`config.mk`:
```
export PLATFORM = sky130hd
export DESIGN_NAME = sdram_read
export DESIGN_NICKNAME = d
export VERILOG_FILES = /design/src/rtl/sdram_read_pkg.sv /design/src/rtl/sdram_read_pipe.sv /design/src/rtl/sdram_read.sv
export VERILOG_INCLUDE_DIRS = /design/src /design/src/rtl
export SDC_FILE = /design/constraint.sdc
export NUM_CORES = 1
export LEC_CHECK = 0
export BUFFER_PORTS_ARGS = -buffer_cell sky130_fd_sc_hd__buf_2
export CAP_MARGIN = 30
export CORE_ASPECT_RATIO = 0.6
export CORE_MARGIN = 2
export CORE_UTILIZATION = 57
export DETAILED_ROUTE_END_ITERATION = 7
export PLACE_DENSITY = 0.88
export SLEW_MARGIN = 40
export SYNTH_ARGS = -nofsm -noshare
export SYNTH_HDL_FRONTEND = slang
export SYNTH_HIERARCHICAL = 1
export SYNTH_SLANG_ARGS = --single-unit
```
`constraint.sdc`:
```
create_clock -name clk -period 4.08 [get_ports clk]
set_clock_uncertainty 0.1 [all_clocks]
set_input_delay 1.02 -clock clk [delete_from_list [all_inputs] [get_ports clk]]
set_output_delay 1.02 -clock clk [all_outputs]
set_load 0.02 [all_outputs]
```
`src/rtl/sdram_include.v`:
```
// Shared SDRAM command encodings ({ras_n, cas_n, we_n}) and timing, in clocks.
`ifndef SDRAM_INCLUDE_V
`define SDRAM_INCLUDE_V
`define SDRAM_CMD_NOP  3'b111
`define SDRAM_CMD_ACT  3'b011
`define SDRAM_CMD_READ 3'b101
`define SDRAM_CMD_TERM 3'b110
`define SDRAM_CMD_PRE  3'b010
`define T_RCD 2
`define T_RP  2
`define T_CAS 2
`endif

```
`src/rtl/sdram_read_pkg.sv`:
```
// Shared types, widths and state codes for the SDRAM read engine.
package sdram_read_pkg;
  localparam int DELAY_W = 16;
  localparam int SIZE_W  = 24;
  localparam int ADDR_W  = 22;

  localparam logic [2:0] ST_IDLE            = 3'd0;
  localparam logic [2:0] ST_WAIT            = 3'd1;
  localparam logic [2:0] ST_ACTIVATE        = 3'd2;
  localparam logic [2:0] ST_READ_COMMAND    = 3'd3;
  localparam logic [2:0] ST_READ_TOP        = 3'd4;
  localparam logic [2:0] ST_READ_BOTTOM     = 3'd5;
  localparam logic [2:0] ST_BURST_TERMINATE = 3'd6;
  localparam logic [2:0] ST_PRECHARGE       = 3'd7;

  // One capture token per 16-bit beat; bottom marks the second half of a word.
  typedef struct packed {
    logic valid;
    logic bottom;
  } token_t;

  function automatic logic [31:0] pack_debug(input logic [15:0] data_lo,
                                             input logic [2:0]  state,
                                             input logic        wr,
                                             input logic        en,
                                             input logic [2:0]  cmd,
                                             input logic        act);
    return {6'd0, act, cmd, en, wr, 1'b0, state, data_lo};
  endfunction
endpackage

```
`src/rtl/sdram_read_pipe.sv`:
```
// CAS-latency delay line: a token pushed in emerges DEPTH cycles later.
`include "sdram_include.v"

module sdram_read_pipe
  import sdram_read_pkg::*;
#(
  parameter int DEPTH = `T_CAS + 1
) (
  input  logic   clk_i,
  input  logic   clear_i,
  input  token_t tok_i,
  output token_t tok_o,
  output logic   busy_o
);
  token_t [DEPTH-1:0] stage_q;

  always_ff @(posedge clk_i) begin
    if (clear_i) begin
      stage_q <= '0;
    end else begin
      stage_q <= {stage_q[DEPTH-2:0], tok_i};
    end
  end

  assign tok_o = stage_q[DEPTH-1];

  always_comb begin
    busy_o = 1'b0;
    for (int i = 0; i < DEPTH; i++) busy_o = busy_o | stage_q[i].valid;
  end
endmodule

```
`src/rtl/sdram_read.sv`:
```
// SDRAM read engine: streams fifo_size 32-bit words from app_address into a FIFO
// as page-bounded 16-bit bursts, yielding to auto refresh between bursts.
`include "sdram_include.v"

module sdram_read
  import sdram_read_pkg::*;
(
  input  logic        clk,
  input  logic        rst,
  output logic [31:0] debug,
  output logic [2:0]  command,
  output logic [11:0] address,
  output logic [1:0]  bank,
  output logic [1:0]  data_mask,
  input  logic [15:0] data_in,
  output logic        idle,
  input  logic        enable,
  input  logic [21:0] app_address,
  input  logic        auto_refresh,
  output logic        wait_for_refresh,
  output logic [31:0] fifo_data,
  output logic        fifo_write,
  input  logic        fifo_ready,
  output logic        fifo_activate,
  input  logic [23:0] fifo_size
);
  logic [2:0]         state_q, state_d;
  logic [DELAY_W-1:0] delay_q, delay_d;
  logic [SIZE_W-1:0]  req_count_q, req_count_d;
  logic [SIZE_W-1:0]  wr_count_q, wr_count_d;
  logic [ADDR_W-1:0]  read_address_q, read_address_d;
  logic [2:0]         command_q, command_d;
  logic [11:0]        address_q, address_d;
  logic [1:0]         bank_q, bank_d;
  logic               fifo_activate_q, fifo_activate_d;
  logic               wfr_q, wfr_d;
  logic [31:0]        fifo_data_q, fifo_data_d;
  logic               fifo_write_q, fifo_write_d;
  logic [15:0]        top_q, top_d;
  logic               wr_clear;
  token_t             issue_tok, cap_tok;
  logic               pipe_busy;

  sdram_read_pipe u_pipe (
    .clk_i   (clk),
    .clear_i (rst),
    .tok_i   (issue_tok),
    .tok_o   (cap_tok),
    .busy_o  (pipe_busy)
  );

  // Handshake: in WAIT, fifo_ready requests a fill; fifo_activate then stays high
  // until fifo_size words have been written. The consumer lowers fifo_ready once it
  // sees fifo_activate, otherwise a new fill starts right after the drop.
  always_comb begin
    state_d         = state_q;
    delay_d         = delay_q;
    req_count_d     = req_count_q;
    read_address_d  = read_address_q;
    command_d       = `SDRAM_CMD_NOP;
    address_d       = address_q;
    bank_d          = bank_q;
    fifo_activate_d = fifo_activate_q;
    wfr_d           = 1'b0;
    wr_clear        = 1'b0;
    issue_tok       = '0;
    if (delay_q != '0) begin
      delay_d = delay_q - 1'b1;
    end else begin
      case (state_q)
        ST_IDLE: begin
          wfr_d = 1'b1;
          if (enable) begin
            read_address_d = app_address;
            state_d        = ST_WAIT;
          end
        end
        ST_WAIT: begin
          if (auto_refresh) begin
            wfr_d = 1'b1;
          end else if (!fifo_activate_q) begin
            if (fifo_ready) begin
              fifo_activate_d = 1'b1;
              req_count_d     = '0;
              wr_clear        = 1'b1;
            end else if (!enable) begin
              state_d = ST_IDLE;
            end
          end else if (req_count_q < fifo_size) begin
            state_d = ST_ACTIVATE;
          end else if (wr_count_q == fifo_size) begin
            fifo_activate_d = 1'b0;
            delay_d         = DELAY_W'(1);
          end
        end
        ST_ACTIVATE: begin
          command_d = `SDRAM_CMD_ACT;
          bank_d    = read_address_q[21:20];
          address_d = read_address_q[19:8];
          delay_d   = DELAY_W'(`T_RCD);
          state_d   = ST_READ_COMMAND;
        end
        ST_READ_COMMAND: begin
          command_d        = `SDRAM_CMD_READ;
          address_d        = {4'h0, read_address_q[7:0]};
          issue_tok.valid  = 1'b1;
          state_d          = ST_READ_BOTTOM;
        end
        ST_READ_TOP: begin
          issue_tok.valid = 1'b1;
          state_d         = ST_READ_BOTTOM;
        end
        ST_READ_BOTTOM: begin
          issue_tok.valid  = 1'b1;
          issue_tok.bottom = 1'b1;
          req_count_d      = req_count_q + 1'b1;
          read_address_d   = read_address_q + 22'd2;
          // Stop at the page end so the next word reopens the following row.
          if (read_address_q[7:0] == 8'hFE || auto_refresh || req_count_d == fifo_size)
            state_d = ST_BURST_TERMINATE;
          else
            state_d = ST_READ_TOP;
        end
        ST_BURST_TERMINATE: begin
          command_d = `SDRAM_CMD_TERM;
          delay_d   = DELAY_W'(`T_CAS);
          state_d   = ST_PRECHARGE;
        end
        ST_PRECHARGE: begin
          command_d = `SDRAM_CMD_PRE;
          delay_d   = DELAY_W'(`T_RP);
          state_d   = ST_WAIT;
        end
        default: state_d = ST_IDLE;
      endcase
    end
  end

  always_comb begin
    top_d        = top_q;
    fifo_data_d  = fifo_data_q;
    fifo_write_d = 1'b0;
    if (cap_tok.valid) begin
      if (cap_tok.bottom) begin
        fifo_data_d  = {top_q, data_in};
        fifo_write_d = 1'b1;
      end else begin
        top_d = data_in;
      end
    end
    wr_count_d = wr_clear ? '0 : wr_count_q + {{(SIZE_W-1){1'b0}}, fifo_write_q};
  end

  always_ff @(posedge clk) begin
    if (rst) begin
      state_q         <= ST_IDLE;
      delay_q         <= '0;
      req_count_q     <= '0;
      wr_count_q      <= '0;
      read_address_q  <= '0;
      command_q       <= `SDRAM_CMD_NOP;
      address_q       <= '0;
      bank_q          <= '0;
      fifo_activate_q <= 1'b0;
      wfr_q           <= 1'b0;
      fifo_data_q     <= '0;
      fifo_write_q    <= 1'b0;
      top_q           <= '0;
    end else begin
      state_q         <= state_d;
      delay_q         <= delay_d;
      req_count_q     <= req_count_d;
      wr_count_q      <= wr_count_d;
      read_address_q  <= read_address_d;
      command_q       <= command_d;
      address_q       <= address_d;
      bank_q          <= bank_d;
      fifo_activate_q <= fifo_activate_d;
      wfr_q           <= wfr_d;
      fifo_data_q     <= fifo_data_d;
      fifo_write_q    <= fifo_write_d;
      top_q           <= top_d;
    end
  end

  assign command          = command_q;
  assign address          = address_q;
  assign bank             = bank_q;
  assign data_mask        = 2'b00;
  assign fifo_data        = fifo_data_q;
  assign fifo_write       = fifo_write_q;
  assign fifo_activate    = fifo_activate_q;
  assign wait_for_refresh = wfr_q;
  assign idle = (delay_q == '0) && (state_q == ST_IDLE || state_q == ST_WAIT) && !pipe_busy;
  assign debug = pack_debug(fifo_data_q[15:0], state_q, fifo_write_q, enable, command_q,
                            fifo_activate_q);
endmodule

```
==> results.ini <==
[status]
status = finished, violations left
violations = design-rule violations

[floorplan]
dieArea_um2 = 17000
num_rows = 35
initial_core_util = 0.588
die_h_um = 102
core_area_um2 = 15500
die_w_um = 167
ioPinCount = 154

[layout]
area_growth_pct = 13.0
antenna_cells = 0
nets = 1358
stdcell_count = 1478
area.sequential_um2 = 3260
multi_input_area_um2 = 5200
fillCellCount = 1337
utilization = 0.664
drive_above_1_share = 0.168

[drt]
wl_per_cell_um = 16.9
drtAntennaViolNets = 0
dr.first_iter.drc_count = 1000
vias = 8710
routed_wl_um = 25000
via_per_inst = 5.89
drcViolationCount = 8
dr.pass1.iters = 8

[power_and_ir_drop]
clock_power_share = 0.379
p_leak_nw = 4.11
ir_worst_vdd_mv = 0.314
seqPwrFrac = 0.429
power_frac_comb = 0.192
p_int_mw = 2.86
switching_power_mw = 1.40
power.density_nw_per_um2 = 414
switching_share = 0.329

[worst_setup_path]
critPathLaunchType = register
worstPathArrival_ps = 2620
path_max_fanout = 12
crit_type = register to primary output
crit_path_end_kind = primary output
cp_data_required_time_ps = 2960
r2r_cells = 9

[grt]
grt_pass1_vias = 7729
grt_pass1_wl_um = 39500
grt_remaining_overflow = 0
grt_max_degree = 98
antenna_found_initial = 0
grt_usage = 0.289

[sta]
final-setup-viol-count = 0
layout_min_cycle_time_ps = 3740
finalHoldViolations = 0
slew_violations = 0
finalCritPeriodShare = 0.916
tns_ps = 0
tightest_slew_ps = 909
slew-limit-headroom = 0.388
rsz0062_at_grt = false
fmax_mhz = 268

[clocking]
hold_buffers = 0
clkTransAtPathRegs_ps = 80
cts_root_buf = clkbuf_16
clk_path_buf_depth = 2
h-tree-depth = 4
cts.sinks = 163
cts_tree = yes
cts_setup_buffers = 0
clk_latency_ps = 430
cts_buffers = 17

[synth]
synth_common_cells = nand2_1, dfxtp_1, a21oi_1
synth_cells = 1177
synth_area_leaders = dfxtp_1, nand2_1, a21oi_1, nor2_1, xnor2_1
synth_top_area_share = 0.358
synthArstFlopShare = 0
syn_avg_cell_area_um2 = 7.74
ys_warn_count = 6
ys_seq_area_frac = 0.358
yosys_most_used_dff = dfxtp_1
yosysMostFrequentCell = nand2_1
yosys.cell_types.count = 70
synth_seq_cells = 163
synth_edf_count = 0
syn_area_um2 = 9110
synth_largest_area_cell = dfxtp_1

[flow_run]
max-cap-violations = 0

[worst_hold_path]
hold_depth = 2
hold_class = register to register

[place]
io_buffers = 144
place_inst = 1446
dp_hpwl_um = 18300
gp_congestion = 0.974

==> cell usage in the layout (no fill, tap or decap), types with 8 or more instances in the layout <==
master     count
xor2_1        34
nand3_1       42
a21oi_1      119
nor4_1        14
nand3b_1       8
xnor2_1       49
nand2_1      181
nor2b_1       10
nand4_1       15
a211oi_1      26
nand2b_1      10
or3_1         14
o21ai_0       53
inv_1         38
a22oi_1       10
buf_2        143
nor3_1        22
ha_1          29
buf_4         13
mux2i_1       11
clkbuf_16     17
conb_1         9
and3_1        25
nor2_1       116
dfxtp_1      163
==> cells by family (layout without fill, tap and decap cells) <==
kind of cell / count (synthesis) / after routing / synth area share
compound gates: 254 / 254 / 0.167
xor+xnor: 84 / 84 / 0.0816
fa+ha+maj: 29 / 29 / 0.0398
buf+inv: 138 / 228 / 0.0776
flops: 163 / 163 / 0.358
mux: 11 / 11 / 0.0121
other cells: 1 / 9 / 0.000412
simple gates: 497 / 497 / 0.263
==> per-stage QoR <==
step	hold WS (ps)	total power, mW	cell area (um2)	worst slack, ps
finish	340	4.26	10300	342
global route	363	4.45	10300	132
CTS	344	4.26	10300	166
detailed placement	326	2.65	9670	294
global placement	328	2.61	9670	327
floorplan	314	2.45	9140	663
==> power by group through the flow <==
stage / logic (mW) / clock network [mW] / registers, mW
floorplan: 0.634 / 0 / 1.82
CTS: 0.805 / 1.63 / 1.82
detailed placement: 0.793 / 0 / 1.86
finish: 0.819 / 1.62 / 1.83
global route: 0.907 / 1.70 / 1.84
global placement: 0.765 / 0 / 1.85
==> what timing repair did <==
| item | 4_1_cts | 5_1_grt |
|---|---|---|
| hold endpoints to repair | 0 | 0 |
| gates resized for setup | 0 | 1 |
| endpoints found under the setup margin | 0 | 1 |
==> final cells by class <==
| cell class | instances | area share |
|---|---|---|
| clock buffers | 17 | 0.0413 |
| clock inverters | 15 | 0.0176 |
| inverters | 39 | 0.0142 |
| multi-input cells | 884 | 0.505 |
| flip-flops and latches | 163 | 0.317 |
| well taps | 203 | 0.0247 |
| repair buffers | 157 | 0.0801 |
==> worst max-delay path, cell delays in order (launching register included) <==
cell and delay, ps:
dfxtp_1 310, inv_1 110, ha_1 240, nor3b_2 260, nand2_1 240, or4_4 600, nor4_1 220, buf_2 230
==> registers in the layout, indices dropped and copies added, names as in the netlist, 2 cells and up <==
| signal | cells |
|---|---|
| address | 12 |
| bank | 2 |
| command | 3 |
| delay_q | 16 |
| fifo_data | 32 |
| read_address_q | 22 |
| req_count_q | 24 |
| state_q | 3 |
| top_q | 16 |
| u_pipe/stage_q | 4 |
| u_pipe/tok_o | 2 |
| wr_count_q | 24 |
==> worst paths after layout <==
kind	start	endpoint	slack (ps)
worst max-delay path	delay_q[0]	idle	340
worst min-delay path	top_q[4]	fifo_data[20]	340
worst max register to register	req_count_q[0]	state_q[1]	630
worst min register to register	top_q[4]	fifo_data[20]	340
==> routing by layer <==
layer | global-route usage | wire [um] | vias to the layer above
met2 | 0.404 | 10200 | 420
met3 | 0.0875 | 2680 | 43
met1 | 0.428 | 11800 | 4041
li1 | - | - | 4206
met4 | 0.0816 | 378 | 0
met5 | 0 | 0 | -
No activity file was read; power rests on OpenSTA's default activity.
